File: config.mk
export PLATFORM = sky130hd
export DESIGN_NAME = usb_bit_stuff_nrzi_flat
export DESIGN_NICKNAME = d
export VERILOG_FILES = /design/src/rtl/usb_pkg.sv /design/src/rtl/usb_bit_stuff_nrzi_if.sv /design/src/rtl/nrzi_enc.sv /design/src/rtl/usb_bit_stuff_nrzi.sv /design/src/flat_wrapper.sv
export SDC_FILE = /design/constraint.sdc
export NUM_CORES = 1
export LEC_CHECK = 0
export ABC_AREA = 1
export CORE_MARGIN = 2
export CORE_UTILIZATION = 45
export DETAILED_ROUTE_END_ITERATION = 10
export GPL_TIMING_DRIVEN = 1
export PLACE_DENSITY = 0.69
export SYNTH_ARGS = -nofsm -noshare
export SYNTH_HDL_FRONTEND = slang
export SYNTH_HIERARCHICAL = 1
export SYNTH_SLANG_ARGS = --single-unit
File: constraint.sdc
create_clock -name clk -period 1.4 [get_ports clk]
set_input_delay 0.28 -clock clk [delete_from_list [all_inputs] [get_ports clk]]
set_output_delay 0.28 -clock clk [all_outputs]
set_load 0.1 [all_outputs]
File: src/rtl/usb_pkg.sv
// Shared types and line encodings for the USB bit-stuffing / NRZI transmitter.
package usb_pkg;

    typedef enum logic [2:0] {
        IDLE,
        SEND,
        STUFF,
        EOP1,
        EOP2,
        EOPJ
    } state_t;

    localparam int unsigned ONES_W      = 3;
    localparam int unsigned STUFF_LIMIT = 6;

    // Line encodings as {dp, dm}
    typedef logic [1:0] line_t;
    localparam line_t LINE_J   = 2'b10;
    localparam line_t LINE_K   = 2'b01;
    localparam line_t LINE_SE0 = 2'b00;

endpackage

File: src/rtl/usb_bit_stuff_nrzi_if.sv
// Serial bit handshake from the upstream stage plus the D+/D- line and status.
interface usb_bit_stuff_nrzi_if;

    logic bIn;
    logic inAvail;
    logic inReady;
    logic dp;
    logic dm;
    logic sending;
    logic done;

    modport master (
        output bIn, inAvail,
        input  inReady, dp, dm, sending, done
    );

    modport slave (
        input  bIn, inAvail,
        output inReady, dp, dm, sending, done
    );

endinterface

File: src/rtl/nrzi_enc.sv
// NRZI level register and registered D+/D- drive (J/K data, SE0, forced J).
module nrzi_enc
    import usb_pkg::*;
(
    input  logic clk,
    input  logic rst,
    input  logic toggle,
    input  logic se0,
    input  logic forceJ,
    output logic dp,
    output logic dm
);

    logic  nrzi;
    logic  nrzi_n;
    line_t line_n;

    // Forced J also re-arms the level to J for the next packet
    always_comb begin
        nrzi_n = nrzi;
        line_n = nrzi ? LINE_J : LINE_K;
        if (forceJ) begin
            nrzi_n = 1'b1;
            line_n = LINE_J;
        end else if (se0) begin
            line_n = LINE_SE0;
        end else if (toggle) begin
            nrzi_n = ~nrzi;
            line_n = nrzi_n ? LINE_J : LINE_K;
        end
    end

    always_ff @(posedge clk or posedge rst) begin
        if (rst) begin
            nrzi <= 1'b1;
            dp   <= 1'b1;
            dm   <= 1'b0;
        end else begin
            nrzi     <= nrzi_n;
            {dp, dm} <= line_n;
        end
    end

endmodule

File: src/rtl/usb_bit_stuff_nrzi.sv
// USB transmit back end: bit stuffing after six 1s, NRZI line coding and EOP generation.
module usb_bit_stuff_nrzi
    import usb_pkg::*;
(
    input  logic                  clk,
    input  logic                  rst,
    usb_bit_stuff_nrzi_if.slave   bus
);

    state_t            state;
    state_t            state_n;
    logic [ONES_W-1:0] ones_cnt;
    logic [ONES_W-1:0] ones_cnt_n;
    logic              accept;
    logic              toggle;
    logic              se0;
    logic              force_j;

    assign bus.inReady = (state == IDLE) || (state == SEND);
    assign accept      = bus.inReady && bus.inAvail;

    always_ff @(posedge clk or posedge rst) begin
        if (rst) begin
            state       <= IDLE;
            ones_cnt    <= '0;
            bus.sending <= 1'b0;
            bus.done    <= 1'b0;
        end else begin
            state       <= state_n;
            ones_cnt    <= ones_cnt_n;
            bus.sending <= (state_n != IDLE);
            bus.done    <= (state_n == EOPJ);
        end
    end

    always_comb begin
        state_n    = state;
        ones_cnt_n = ones_cnt;
        toggle     = 1'b0;
        se0        = 1'b0;
        force_j    = 1'b0;
        case (state)
            IDLE, SEND: begin
                if (accept) begin
                    toggle = ~bus.bIn;
                    if (bus.bIn) begin
                        ones_cnt_n = ones_cnt + ONES_W'(1);
                        state_n    = (ones_cnt_n == ONES_W'(STUFF_LIMIT)) ? STUFF : SEND;
                    end else begin
                        ones_cnt_n = '0;
                        state_n    = SEND;
                    end
                end else if (state == SEND) begin
                    se0     = 1'b1;
                    state_n = EOP1;
                end else begin
                    force_j = 1'b1;
                end
            end
            STUFF: begin
                toggle     = 1'b1;
                ones_cnt_n = '0;
                state_n    = bus.inAvail ? SEND : EOP1;
            end
            EOP1: begin
                se0     = 1'b1;
                state_n = EOP2;
            end
            EOP2: begin
                force_j = 1'b1;
                state_n = EOPJ;
            end
            EOPJ: begin
                force_j    = 1'b1;
                ones_cnt_n = '0;
                state_n    = IDLE;
            end
            default: begin
                force_j = 1'b1;
                state_n = IDLE;
            end
        endcase
    end

    nrzi_enc u_nrzi_enc (
        .clk    (clk),
        .rst    (rst),
        .toggle (toggle),
        .se0    (se0),
        .forceJ (force_j),
        .dp     (bus.dp),
        .dm     (bus.dm)
    );

endmodule

File: src/flat_wrapper.sv
// flat-port wrapper written by rule: the top's interface ports become plain ports
module usb_bit_stuff_nrzi_flat import usb_pkg::*;
  (clk, rst, bus_bIn, bus_inAvail, bus_inReady, bus_dp, bus_dm, bus_sending, bus_done);
  usb_bit_stuff_nrzi_if bus_i ();
  input  logic clk;
  input  logic rst;
  input wire logic [$bits(bus_i.bIn)-1:0] bus_bIn;
  input wire logic [$bits(bus_i.inAvail)-1:0] bus_inAvail;
  output wire logic [$bits(bus_i.inReady)-1:0] bus_inReady;
  output wire logic [$bits(bus_i.dp)-1:0] bus_dp;
  output wire logic [$bits(bus_i.dm)-1:0] bus_dm;
  output wire logic [$bits(bus_i.sending)-1:0] bus_sending;
  output wire logic [$bits(bus_i.done)-1:0] bus_done;
  assign bus_i.bIn = bus_bIn;
  assign bus_i.inAvail = bus_inAvail;
  assign bus_inReady = bus_i.inReady;
  assign bus_dp = bus_i.dp;
  assign bus_dm = bus_i.dm;
  assign bus_sending = bus_i.sending;
  assign bus_done = bus_i.done;
  usb_bit_stuff_nrzi u_core (.clk(clk), .rst(rst), .bus(bus_i));
endmodule
* Word level (Yosys, flattened, before mapping)
Cells that the tools add are included.
Storage, ports and cells: output and inout bits 5, latch bits 0, memories kept 0, bits in writable memories 0, input port bits 4, register bits after elaboration 11, ROM bits 0
Operators by class: shift operators 0, reductions and logical operators 11, order comparisons 0, multiplexer cells 25, multiply operators 0, bitwise operators 2, div/mod/pow operators 0, equality and inequality tests 9, add/subtract/negate cells 1
Operator list (number):
- $mux W3 | 5
- $mux W2 | 7
- $eq A3 B3 Y1 const B | 4
- $pmux W3 S4 | 1
- $mux W1 | 8
- $eq A3 B2 Y1 const B | 2
- $pmux W1 S2 | 3
- $pmux W3 S2 | 1
- $reduce_or A2 Y1 | 3
- $reduce_and A2 Y1 | 2
- $reduce_bool A2 Y1 | 2
- $add A3 B1 Y3 const B | 1
- $eq A3 B1 Y1 const B | 1
- $logic_not A3 Y1 | 1
- $reduce_bool A3 Y1 | 1
- $ne A2 B1 Y1 const B | 1
- $ne A2 B2 Y1 const B | 1
- $not A1 Y1 | 2
- $logic_and A1 B1 Y1 | 1
- $logic_or A1 B1 Y1 | 1

* Longest topological paths before layout
Gate-level depths: netlist of run 1.
word-level depth 8, depth in mapped cells 8

* Hierarchy
Netlist of run 1, hierarchy kept.
By module, submodules not included:
- usb_bit_stuff_nrzi | area each 480.5 um^2, cells each 58, seq. area each 200.2 um^2, times used 1
- nrzi_enc | area each 141.4 um^2, cells each 18, seq. area each 77.6 um^2, times used 1

* Worst setup path before layout of run 1
OpenSTA, ideal clock, no wires.
kind register to register, start register u_core.state[1], end register u_core.u_nrzi_enc.dm, data required time 1.279 ns, cell stages (with the launch flop) 7, data arrival time 1.641 ns, buffers on the path 0, path slack -0.362 ns, path through dfrtp_1 > nor2_4 > nand2_4 > o21ai_0 > inv_1 > nand2_2 > a21oi_1
Between the ends: longest elaborated chain between the ends 8, elaborated cells between the ends (all ways) 19, those cells by class eq/ne: 3; mux: 11; reduce/logical: 5
Ends and longest elaborated chain:
- start: declaration | line usb_bit_stuff_nrzi.sv:10 | state_t state;
- start signal: assignment | line usb_bit_stuff_nrzi.sv:29 | state <= state_n;
- $eq A3 B1 Y1 / $logic_not A3 Y1 (equally long branches) | line usb_bit_stuff_nrzi.sv:19 | assign bus.inReady = (state == IDLE) || (state == SEND);
- $logic_or A1 B1 Y1 * | line usb_bit_stuff_nrzi.sv:19
- via bus_inReady | line flat_wrapper.sv:9 | output wire logic [$bits(bus_i.inReady)-1:0] bus_inReady;
- $logic_and A1 B1 Y1 * | line usb_bit_stuff_nrzi.sv:20 | assign accept = bus.inReady && bus.inAvail;
- $mux W1 * | line usb_bit_stuff_nrzi.sv:44 | if (accept) begin
- $pmux W1 S2 * | line usb_bit_stuff_nrzi.sv:42 | case (state)
- via u_core.toggle | line usb_bit_stuff_nrzi.sv:15 | logic toggle;
- $mux W2 * | line nrzi_enc.sv:27 | end else if (toggle) begin
- $mux W2 * | line nrzi_enc.sv:25 | end else if (se0) begin
- $mux W2 * | line nrzi_enc.sv:22 | if (forceJ) begin
- via u_core.u_nrzi_enc.line_n[0] | line nrzi_enc.sv:16 | line_t line_n;
- end signal: assignment | line nrzi_enc.sv:40 | {dp, dm} <= line_n;
- end: declaration | line nrzi_enc.sv:11 | output logic dm
The timed path passes the listed nets; every way through them passes the cells marked *. A chain may end at the register's enable or synchronous reset.

* Worst setup path in the final report of run 1
start register u_core.state[1], end output port bus_inReady
Between the ends: longest elaborated chain between the ends 2, elaborated cells between the ends (all ways) 3, those cells by class eq/ne: 1; reduce/logical: 2
Ends and longest elaborated chain (line):
- $eq A3 B1 Y1 / $logic_not A3 Y1 (equally long branches) | usb_bit_stuff_nrzi.sv:19
- $logic_or A1 B1 Y1 * | usb_bit_stuff_nrzi.sv:19
- end: declaration | flat_wrapper.sv:9
Mark *: on every way between the ends. The rest lies on a longest branch, timed or not.

==> summary.txt, run 1 <==
Run status
  – Outcome: finished clean

Floorplan
  – Die Ht: 41.2 microns
  – Chip width: around 40 microns
  – Core area: 1300 sq um
  – Initial core utilization: 0.478
  – # rows: 13
  – Full die area: about 1700 sq um
  – # IOs: 9

Hold path
  – Hold Crit Class: input pin to async pin

Logic synthesis
  – Synth warnings: 6
  – Yosys reg bits: 11
  – Synth Instances: 76
  – Mapped Nets: a little over 80
  – Sequential share of the synthesized area: 0.447
  – Unique masters post-synth: 21
  – Syn avg cell area: a little over 8 sq um
  – Post-Synthesis Cell Area: between 600 and 700 sq um

Cells and area
  – Layout cells sized above 1: 0.333
  – Register Area: around 280 sq um
  – Ant diodes: 0
  – Multi-input gate area: 294 sq um
  – # fillers: about 120
  – Layout area overhead: 38.6%
  – Layout Nets: 100

Worst setup path
  – Worst Path Max Fanout: 6
  – R2r startpoint: u_core/state[1]
  – Crit path DAT: between 1 and 1.5 ns
  – Reg2Reg Depth: 6
  – Worst r2r dst: u_core/u_nrzi_enc/dm
  – Worst R2R Setup Slack: around 0.090 ns
  – Slowest CP cell: dfrtp_2
  – Kind of cell adding the most delay to the critical path: flip-flops
  – Crit. End Element: output pin
  – CP Launch Type: flip-flop
  – Worst path required time: between 1 and 1.5 ns
  – CP Buf/Inv Count: 1
  – Setup Crit Path Kind: flip-flop to output pin
  – CP max stage delay: approximately 0.45 ns
  – Cell Chain, Critical Path: nor2_4, buf_12

STA
  – Min cycle time layout: approximately 1.3 ns
  – RSZ-0062 raised after global routing: false
  – Final worst slack: around 0.058 ns
  – Final count of hold timing violations: 0
  – Achievable Freq: approximately 750 MHz
  – Setup violations, final: 0
  – Pin slew with the least headroom to its limit: ~0.32 ns
  – Final Slew Violations: 0
  – Max-Slew Margin vs Limit: 0.787
  – Crit share post-route: 0.958
  – Worst Skew: 0.00345 ns

Placed design
  – Port-buffer cells: 8
  – Routability congestion estimate: approximately 0.81
  – Dpl ws: -0.0463 ns
  – Hpwl dp: 888 microns

Routing
  – Pre-Repair DR Iteration Count: 4
  – Post-route ant nets: 0
  – Routed len/inst: between 10 and 15 microns
  – Remaining DRCs: 0
  – Vias: ~540
  – Post-Route WL: roughly 1.2 mm
  – DRT iter0 DRCs: 8
  – Vias per inst: roughly 5.0

Flow run
  – Max-cap violation count: 0

Clocking
  – CTS tree: done
  – Worst-path clk slew: roughly 0.070 ns
  – H-tree levels: 1
  – Cts bufs inserted: 3
  – Root buffer cell: clkbuf_4
  – Sink Count: 11
  – Worst skew pair latency: 0.28 ns
  – Maximum clock path buffer count: 2

Global routing
  – All-layer global routing usage: 0.176
  – Antenna violations before repair: 0
  – Vias in the first global route: around 480
  – Largest net degree at the start of global routing: 9
  – First-pass GRT wire length: 1.81 mm
  – GR Overflow Total: 0
==> worst max-delay path by stage <==
stage	from	cells after the start	endpoint	slack, ns
3_3_place_gp	bus_inAvail	6	u_core/bus.sending	-0.03
2_1_floorplan	u_core/state[2]	6	u_core/bus.sending	-0.18
4_1_cts	u_core/state[1]	2	bus_inReady	0.006
6_report	u_core/state[1]	2	bus_inReady	0.06
3_5_place_dp	bus_inAvail	7	u_core/u_nrzi_enc/dp	-0.05
5_1_grt	u_core/ones_cnt[0]	8	u_core/bus.sending	0.01
==> what timing repair did <==
action                     in CTS  in global routing
gates resized for setup         0                  5
buffers inserted                0                  1
setup endpoints to repair       0                  2
hold buffers                    0                  0
hold endpoints to repair        0                  0
==> state kept, by name, indices dropped and copies added (netlist names) <==
name and cells:
u_core/u_nrzi_enc/nrzi 1, u_core/ones_cnt 3, u_core/u_nrzi_enc/dm 1, u_core/bus.done 1, u_core/state 3, u_core/u_nrzi_enc/dp 1
u_core/bus.sending 1
==> cell type report <==
| class | count | share of cell area |
|---|---|---|
| inverters | 19 | 0.0885 |
| clock buffers | 4 | 0.0305 |
| flip-flops and latches | 11 | 0.324 |
| multi-input cells | 46 | 0.341 |
| well taps | 15 | 0.0218 |
| repair buffers | 13 | 0.194 |
==> synth_stat cells (all sizes together) <==
cell     n  area share
a211oi   1       0.012
a21oi    5       0.046
clkinv   1       0.014
dfrtp    9        0.36
dfstp    2       0.085
ha       2       0.040
inv     18        0.11
nand2   15        0.12
nand3    7       0.064
nand3b   1       0.012
nand4    1       0.010
nor2     7       0.054
o21ai    7       0.068
==> routing by layer <==
layer,track usage,wire length (microns)
met4,0.121,34
met5,0,0
met3,0.0489,50
met1,0.184,520
met2,0.301,598
==> kinds of logic (layout without fill, tap and decap cells) <==
family / after synthesis / count (layout) / synth area share
AO/OA/AOI/OAI: 13 / 13 / 0.127
adder cells (fa/ha/maj): 2 / 2 / 0.0402
buffers and inverters: 19 / 36 / 0.123
flip-flops: 11 / 11 / 0.447
AND/OR/NAND/NOR: 31 / 31 / 0.264
==> per-stage QoR <==
stage | setup TNS, ns | cell area (sq um) | instances | hold slack (ns) | util
2_1_floorplan | -1.02 | 633 | 76 | 0.0322 | -
4_1_cts | 0 | 838 | 107 | 0.193 | 0.644
5_1_grt | 0 | 862 | 108 | 0.213 | 0.663
6_report | 0 | 862 | 108 | 0.186 | 0.663
3_3_place_gp | -0.0397 | 812 | 103 | 0.482 | 0.624
3_5_place_dp | -0.176 | 812 | 103 | 0.493 | 0.624
==> cells in the final DEF, fill, tap and decap left out, types with 2 or more instances in the layout <==
master and instances:
inv_1 17, nand2_1 9, dfrtp_1 8, nor2_1 6, nand3_1 6, buf_12 5
buf_4 5, a21oi_1 4, nand2_2 4, clkbuf_4 3, clkdlybuf4s50_1 3, o21ai_2 2
nand2_4 2, o21ai_1 2, o21ai_0 2, dfstp_2 2
Power of run 1 is left out: the tool's default activity adds up to more than one toggle a clock period on the data nets, which glitch-free logic cannot reach.
==> inputs of run 2 (changes only) <==
- CORE_AREA: default -> 2 2 39 41
- CORE_MARGIN: 2 -> default
- CORE_UTILIZATION: 45 -> default
- DIE_AREA: default -> 0 0 41 43
- PLACE_DENSITY: 0.69 -> 0.71
- SLEW_MARGIN: default -> 15
==> run 2 against run 1 <==
Effect of this change:
- critical path depth unchanged
- worst setup slack better by 0.0059 ns
- cell count unchanged
- global-route usage down 1.7 points
- count of clock-buffer cells in the layout unchanged
- die area is 4.0% higher
- utilization is 5.5 points lower
- first-iteration DRC count rose by 13%
- highest routed layer unchanged
- largest cell class is now sequential cells
- fmax is 0.44% higher
- cell area is 2.5% lower
- non-clock buffer count shrank 1
- routed wire length shrank 9.1%
==> summary.txt, run 2 (synthesized netlist as in run 1, its figures left out) <==
STA
  – Final count of hold timing violations: 0
  – Min cycle time layout: 1.34 ns
  – Max-Slew Margin vs Limit: 0.803
  – Setup violations, final: 0
  – Pin slew with the least headroom to its limit: about 0.29 ns
  – WHS: around 0.2 ns
  – RSZ-0062 raised after global routing: false
  – Achievable Freq: roughly 750 MHz
  – Fin Setup TNS: 0 ns
  – Final Slew Violations: 0
  – Crit share post-route: 0.954
  – Worst Skew: approximately 0.0013 ns
  – Final worst slack: 0.0642 ns

Global routing
  – All-layer global routing usage: 0.159
  – Grt met2 use: 0.247
  – Met1 Use GR: 0.189
  – Antenna violations before repair: 0
  – GR Overflow Total: 0
  – Vias in the first global route: around 470
  – Met3 GRT Util: 0.0471
  – Largest net degree at the start of global routing: 9
  – First-pass GRT wire length: 1.81 mm
  – Busiest grt layer: met2

Clocking
  – H-tree levels: 1
  – CTS tree: done
  – Root buffer cell: clkbuf_4
  – Sink Count: 11
  – Worst skew pair latency: around 0.27 ns
  – Maximum clock path buffer count: 2
  – Worst-path clk slew: 0.07 ns
  – Cts bufs inserted: 3

Floorplan
  – Core area: roughly 1400 sq um
  – # IOs: 9
  – Chip width: around 40 microns
  – Initial core utilization: 0.449
  – # rows: 14
  – Die Ht: between 40 and 50 microns
  – Full die area: ~1800 sq um

Placed design
  – Dpl ws: -0.0795 ns
  – # placed instances: 103
  – Hpwl dp: a little over 900 microns
  – Routability congestion estimate: between 0.8 and 0.9
  – Port-buffer cells: 8

Routing
  – Remaining DRCs: 0
  – Routed len/inst: ~10 microns
  – Vias: 519
  – Pre-Repair DR Iteration Count: 4
  – Vias per inst: approximately 4.8
  – DRT iter0 DRCs: 9
  – Post-Route WL: 1.09 mm
  – Post-route ant nets: 0

Cells and area
  – Ant diodes: 0
  – Non-filler cells, final: about 110
  – Layout area overhead: 35.2%
  – Commonest non-fill, non-tap cell in the layout: inv_1
  – Layout Nets: just under 100
  – Layout cells sized above 1: 0.293
  – Most frequent cells in the layout: inv_1, nand2_1, dfrtp_1
  – Top Registers: u_core/ones_cnt x3, u_core/state x3

Worst setup path
  – Crit. End Element: output pin
  – Worst Path Max Fanout: 6
  – Crit path DAT: 1.06 ns
  – Kind of cell adding the most delay to the critical path: flip-flops
  – Setup Crit Path Kind: flip-flop to output pin
  – CP Buf/Inv Count: 1
  – Worst Setup SP: u_core/state[1]
  – Cell Chain, Critical Path: nor2_4, buf_12
  – Slowest CP cell: dfrtp_2
  – CP Launch Type: flip-flop
  – CP max stage delay: 0.45 ns
  – R2r startpoint: u_core/state[1]
  – Worst path required time: 1.12 ns

Hold path
  – Hold Crit Class: input pin to async pin

Flow run
  – Max-cap violation count: 0

Run status
  – Outcome: finished clean
==> run 2: cell types whose count changed in the layout (fill, tap and decap cells not counted), sizes merged <==
cell	previous run	this run
buf	10	9
==> run 2: layout make-up <==
class	count	area, sq um
Clock buffer	4	26.3
Fill cell	116	543
Inverter	19	76.3
Multi-Input combinational cell	46	279
Sequential cell	11	279
Tap cell	16	20.0
Timing Repair Buffer	12	160
==> run 2: worst reg2reg max path, stage by stage (launching register included) <==
cell	delay [ns]
dfrtp_2	0.45
nor2_4	0.15
buf_4	0.14
nand2_4	0.08
o21ai_4	0.17
inv_1	0.07
nand2_2	0.07
nand3_1	0.06
nand2_1	0.07
==> run 2: through the flow <==
stage                     instance area, sq um   util
after floorplan                            633      -
after global placement                     806  0.582
after detailed placement                   806  0.582
after CTS                                  832  0.601
after global routing                       841  0.608
final                                      841  0.608
==> run 2: routing by layer <==
layer,vias to the layer above,part of all wire
li1,270,-
met1,233,0.44
met2,14,0.51
met3,2,0.033
met4,0,0.016
met5,-,0
==> run 2: what timing repair did <==
item,4_1_cts,5_1_grt
buffers inserted,0,1
resized for setup,0,1
setup endpoints to repair,0,1
hold buffers,0,0
==> run 2: final timing paths <==
| path | end | slack, ns | cells past startpoint |
|---|---|---|---|
| hold / removal | u_core/u_nrzi_enc/dm | 0.20 | 2 |
| setup / recovery | bus_inReady | 0.06 | 2 |
| hold reg to reg | u_core/u_nrzi_enc/nrzi | 0.50 | 2 |
| max in group asynchronous | u_core/state[1] | 0.88 | 2 |
| setup reg to reg | u_core/u_nrzi_enc/dp | 0.09 | 8 |
| min in group clk | u_core/u_nrzi_enc/nrzi | 0.50 | 2 |
Power of run 2 is left out for the same reason.
